[config.mk]
export PLATFORM = sky130hd
export DESIGN_NAME = stonyman_scan
export DESIGN_NICKNAME = d
export VERILOG_FILES = /design/src/rtl/stonyman_scan.sv
export SDC_FILE = /design/constraint.sdc
export NUM_CORES = 1
export LEC_CHECK = 0
export ABC_AREA = 1
export BUFFER_PORTS_ARGS = -buffer_cell sky130_fd_sc_hd__clkbuf_2
export CAP_MARGIN = 20
export CORE_MARGIN = 2
export CORE_UTILIZATION = 54
export DETAILED_ROUTE_END_ITERATION = 8
export PLACE_DENSITY = 0.84
export SLEW_MARGIN = 20
export SYNTH_ARGS = -nofsm -noshare
export SYNTH_HDL_FRONTEND = slang
export SYNTH_SLANG_ARGS = --single-unit
[constraint.sdc]
create_clock -name clk -period 2.58 [get_ports clk]
set_clock_uncertainty 0.1 [all_clocks]
set_input_delay 0.516 -clock clk [delete_from_list [all_inputs] [get_ports clk]]
set_output_delay 0.516 -clock clk [all_outputs]
set_load 0.1 [all_outputs]
[src/rtl/stonyman_scan.sv]
`default_nettype none
//==============================================================================
// Module  : stonyman_scan
// Brief   : Pixel scan sequencer for the Stonyman imager. It drives the sensor
//           pointer pulses, applies the frame mask, runs the ADC and streams
//           the resulting samples.
// Revision: 1.0
//==============================================================================
module stonyman_scan #(
  parameter int RESOLUTION  = 112,
  parameter int PULSE_CYC   = 4,
  parameter int SETTLE_CYC  = 8,
  parameter int ADC_TIMEOUT = 255
) (
  input  logic        clk,
  input  logic        reset,
  input  logic        frame_start,
  output logic        busy,
  output logic        frame_done,
  output logic [6:0]  pixel_row,
  output logic [6:0]  pixel_col,
  input  logic        capture_pixel,
  output logic        resv,
  output logic        incv,
  output logic        resp,
  output logic        incp,
  output logic        adc_start,
  input  logic        adc_done,
  input  logic [9:0]  adc_data,
  output logic        pix_valid,
  input  logic        pix_ready,
  output logic [15:0] pix_data,
  output logic        adc_err
);

  localparam logic [2:0] S_IDLE   = 3'd0;
  localparam logic [2:0] S_RSTV   = 3'd1;
  localparam logic [2:0] S_RSTH   = 3'd2;
  localparam logic [2:0] S_MASK   = 3'd3;
  localparam logic [2:0] S_SETTLE = 3'd4;
  localparam logic [2:0] S_CONV   = 3'd5;
  localparam logic [2:0] S_OUT    = 3'd6;
  localparam logic [2:0] S_NEXT   = 3'd7;

  localparam logic [15:0] c_PULSE_HI   = 16'(PULSE_CYC);
  localparam logic [15:0] c_PULSE_END  = 16'(2 * PULSE_CYC - 1);
  localparam logic [15:0] c_SETTLE_END = 16'(SETTLE_CYC - 1);
  localparam logic [15:0] c_ADC_END    = 16'(ADC_TIMEOUT - 1);
  localparam logic [6:0]  c_LAST       = 7'(RESOLUTION - 1);

  logic [2:0]  r_state;
  logic [2:0]  w_next;
  logic [15:0] r_cnt;
  logic [6:0]  r_row;
  logic [6:0]  r_col;
  logic [9:0]  r_data;
  logic        r_err;

  logic w_pulse_hi;
  logic w_pulse_end;
  logic w_col_last;
  logic w_row_last;
  logic w_timeout;

  assign w_pulse_hi  = (r_cnt < c_PULSE_HI);
  assign w_pulse_end = (r_cnt == c_PULSE_END);
  assign w_col_last  = (r_col == c_LAST);
  assign w_row_last  = (r_row == c_LAST);
  assign w_timeout   = (r_cnt == c_ADC_END);

  always_ff @(posedge clk) begin
    if (reset) begin
      r_state <= S_IDLE;
      r_cnt   <= '0;
    end else begin
      r_state <= w_next;
      // Every state entry restarts the phase counter.
      if (w_next != r_state)
        r_cnt <= '0;
      else if (r_cnt != '1)
        r_cnt <= r_cnt + 16'd1;
    end
  end

  always_comb begin
    w_next = r_state;
    case (r_state)
      S_IDLE:   if (frame_start) w_next = S_RSTV;
      S_RSTV:   if (w_pulse_end) w_next = S_RSTH;
      S_RSTH:   if (w_pulse_end) w_next = S_MASK;
      S_MASK:   if (r_cnt == 16'd1) w_next = capture_pixel ? S_SETTLE : S_NEXT;
      S_SETTLE: if (r_cnt == c_SETTLE_END) w_next = S_CONV;
      S_CONV: begin
        if (adc_done)       w_next = S_OUT;
        else if (w_timeout) w_next = S_NEXT;
      end
      S_OUT:    if (pix_ready) w_next = S_NEXT;
      S_NEXT: begin
        if (w_col_last && w_row_last) w_next = S_IDLE;
        else if (w_pulse_end)         w_next = w_col_last ? S_RSTH : S_MASK;
      end
      default:  w_next = S_IDLE;
    endcase
  end

  always_ff @(posedge clk) begin
    if (reset) begin
      r_row  <= '0;
      r_col  <= '0;
      r_data <= '0;
      r_err  <= 1'b0;
    end else begin
      if (r_state == S_IDLE && frame_start) begin
        r_row <= '0;
        r_col <= '0;
        r_err <= 1'b0;
      end
      if (r_state == S_NEXT && w_next == S_RSTH) begin
        r_row <= r_row + 7'd1;
        r_col <= '0;
      end
      if (r_state == S_NEXT && w_next == S_MASK)
        r_col <= r_col + 7'd1;
      if (r_state == S_CONV && adc_done)
        r_data <= adc_data;
      if (r_state == S_CONV && !adc_done && w_timeout)
        r_err <= 1'b1;
    end
  end

  always_comb begin
    frame_done = (r_state == S_NEXT) && w_col_last && w_row_last;
    busy       = (r_state != S_IDLE) && !frame_done;
    resv       = (r_state == S_RSTV) && w_pulse_hi;
    resp       = (r_state == S_RSTH) && w_pulse_hi;
    incp       = (r_state == S_NEXT) && !w_col_last && w_pulse_hi;
    incv       = (r_state == S_NEXT) && w_col_last && !w_row_last && w_pulse_hi;
    adc_start  = (r_state == S_CONV) && (r_cnt == 16'd0);
    pix_valid  = (r_state == S_OUT);
    pix_data   = {6'b0, r_data};
    pixel_row  = r_row;
    pixel_col  = r_col;
    adc_err    = r_err;
  end

endmodule
`default_nettype wire

==> flow_metrics.env <==
export IMPL_start_util=0.568
export IMPL_fin_area_sq_um=3040
export IMPL_mostFrequentLayoutCell="nand2_1"
export IMPL_peakVddDrop_uv=271
export IMPL_synth_cell_area_sq_um=2510
export IMPL_cpMostUsedCell="nor2_4"
export IMPL_stdcell_count=461
export IMPL_final_net_count=430
export IMPL_fin_ws_ps=136
export IMPL_drt_first_pass_iters=5
export IMPL_antenna_cells=0
export IMPL_finalSetupViolCount=0
export IMPL_avgSynthCellArea_sq_um=7.00
export IMPL_grt_start_max_net_pins=26
export IMPL_crit_chain="ha_4, nand3_4, nor2_4, nand2_2, nor2_4, or2_1, clkinvlp_4, buf_4"
export IMPL_critPathRequiredTime_ps=1960
export IMPL_die_y_microns=72.1
export IMPL_grt_pass1_vias=2308
export IMPL_ys_dominant_reg_cell="dfxtp_1"
export IMPL_fp_row_count=24
export IMPL_postRouteAntennaNets=0
export IMPL_die_x_microns=72.1
export IMPL_fillers=378
export IMPL_power_density_nw_per_um2=415
export IMPL_multiInputGateArea_sq_um=1520
export IMPL_yosysWarningCount=0
export IMPL_cts_root_buf="clkbuf_8"
export IMPL_routed_wl_mm=5.89
export IMPL_clk_latency_ps=300
export IMPL_htree_levels=2
export IMPL_p_total_mw=1.26
export IMPL_maxSlewViolCount=0
export IMPL_seqCellArea_sq_um=931
export IMPL_grt_antenna_before_repair=0
export IMPL_grt_overflow=0
export IMPL_tightest_slew_ps=549
export IMPL_timing_final_crit_share=0.947
export IMPL_postCtsHoldBufs=0
export IMPL_whs_ps=367
export IMPL_tritoncts="yes"
export IMPL_cts_sinks=44
export IMPL_clockBufferDepth=2
export IMPL_relSlewSlack=0.636
export IMPL_gp_congestion=1.00
export IMPL_final_cell_mix="71 x nand2_1, 50 x nor2_1, 44 x clkbuf_2"
export IMPL_fin_crit_ps=2440
export IMPL_grt_usage=0.244
export IMPL_numCtsBuffers=5
export IMPL_leakagePower_nw=1.24
export IMPL_dieArea_sq_um=5200
export IMPL_startpoint_type="flop"
export IMPL_rsz0062_at_grt="false"
export IMPL_finalHoldViolCount=0
export IMPL_max_stage_delay_ps=380
export IMPL_ios=55
export IMPL_status="complete, no violations"
export IMPL_io_buffers=48
export IMPL_syn_inst=358
export IMPL_routedWlPerCell_microns=12.8
export IMPL_drive_above_1_share=0.271
export IMPL_dp_cells=453
export IMPL_postPlaceCellArea_sq_um=2950
export IMPL_place_ws_ps=362
export IMPL_dp_hpwl_mm=4.53
export IMPL_synth_edff_count=0
export IMPL_grt_pass1_wl_mm=10.1
export IMPL_cap_viol_max_count=0
export IMPL_drt_initial_drc_count=157
export IMPL_cpMaxStageDelayCell="dfxtp_4"
export IMPL_max_freq_mhz=409
export IMPL_ys_seq_area_frac=0.351
export IMPL_ys_ff_latch=44
export IMPL_vias=2476
export IMPL_crit_fanout=4
export IMPL_area_growth_pct=21.2
export IMPL_vias_per_cell=5.37
export IMPL_coreArea_sq_um=4410
export IMPL_arrival_ps=1830
export IMPL_critPathKind="reg -> out"
export IMPL_hold_path_class="in -> reg"
export IMPL_clkTransAtPathRegs_ps=90
export IMPL_yosysUniqueCellTypes=30
export IMPL_cp_end_kind="output pin"
export IMPL_synthArstFlopShare=0
export IMPL_drc=0
kinds of logic after synthesis:
logic type | after synthesis | synth area share
AO/OA/AOI/OAI | 34 | 0.0694
XOR/XNOR | 22 | 0.0768
adder cells (fa/ha/maj) | 6 | 0.0299
buffers and inverters | 49 | 0.0883
flip-flops | 44 | 0.351
other | 1 | 0.00150
AND/OR/NAND/NOR | 202 | 0.383
stage by stage:
stage | util | TNS [ps]
2_1_floorplan | - | -7360
3_3_place_gp | 0.668 | 0
3_5_place_dp | 0.668 | 0
4_1_cts | 0.688 | 0
5_1_grt | 0.688 | 0
6_report | 0.688 | 0
routing by layer:
metal / global-route usage / part of all wire / vias up
met5: 0 / 0 / -
met4: 0.0943 / 0.010 / 0
met3: 0.0528 / 0.055 / 7
met2: 0.400 / 0.49 / 83
met1: 0.315 / 0.44 / 1141
li1: - / - / 1245
state kept, by name, summed over array words and instances (netlist names):
| register | count |
|---|---|
| r_cnt | 16 |
| r_data | 10 |
| pixel_col | 7 |
| pixel_row | 7 |
| r_state | 3 |
| adc_err | 1 |
worst paths after layout:
kind	depth (start not counted)	startpoint	to	slack, ps
setup / recovery	8	pixel_col[1]$_SDFFE_PP0P_	busy	140
hold / removal	3	adc_data[4]	r_data[4]$_SDFFE_PP0P_	370
setup reg to reg	10	r_cnt[0]$_SDFFE_PP0P_	r_cnt[8]$_SDFFE_PP0P_	310
hold reg to reg	2	r_data[8]$_SDFFE_PP0P_	r_data[8]$_SDFFE_PP0P_	370
layout make-up:
class                      count  area share
timing repair buffer          52       0.100
sequential                    44       0.306
tap                           52      0.0214
clock inverter                 2     0.00412
inverter                      35      0.0445
clock buffer                   6      0.0239
multi-input combinational    270       0.499
worst max-delay path: cells and delay by family (launching register included):
kind                     cells  cell delay [ps]
AND/OR/NAND/NOR              5              640
flip-flops                   1              380
buffers and inverters        2              350
adder cells (fa/ha/maj)      1              150
report_power, final:
group	switching (mW)	leakage, nW	internal, mW
logic	0.120	0.830	0.0324
registers	0.00549	0.367	0.670
clock network	0.241	0.0412	0.189
synthesized netlist by cell type, types with 6 or more instances:
master / count / area, sq um
nand2_2: 6 / 37.5
xnor2_1: 6 / 52.6
a21oi_1: 31 / 155
nor2_2: 7 / 43.8
inv_1: 34 / 128
nand2_1: 71 / 267
nand4_1: 6 / 37.5
nor3_1: 6 / 30.0
dfxtp_1: 44 / 881
nand3_1: 34 / 170
ha_1: 6 / 75.1
nor2_1: 55 / 206
xor2_1: 16 / 140
buf_4: 8 / 60.1
what timing repair did:
item / CTS / global route
buffers inserted: 0 / 0
setup endpoints to repair: 0 / 3
gates resized for setup: 0 / 2
Power figures use the tool's default switching activity.
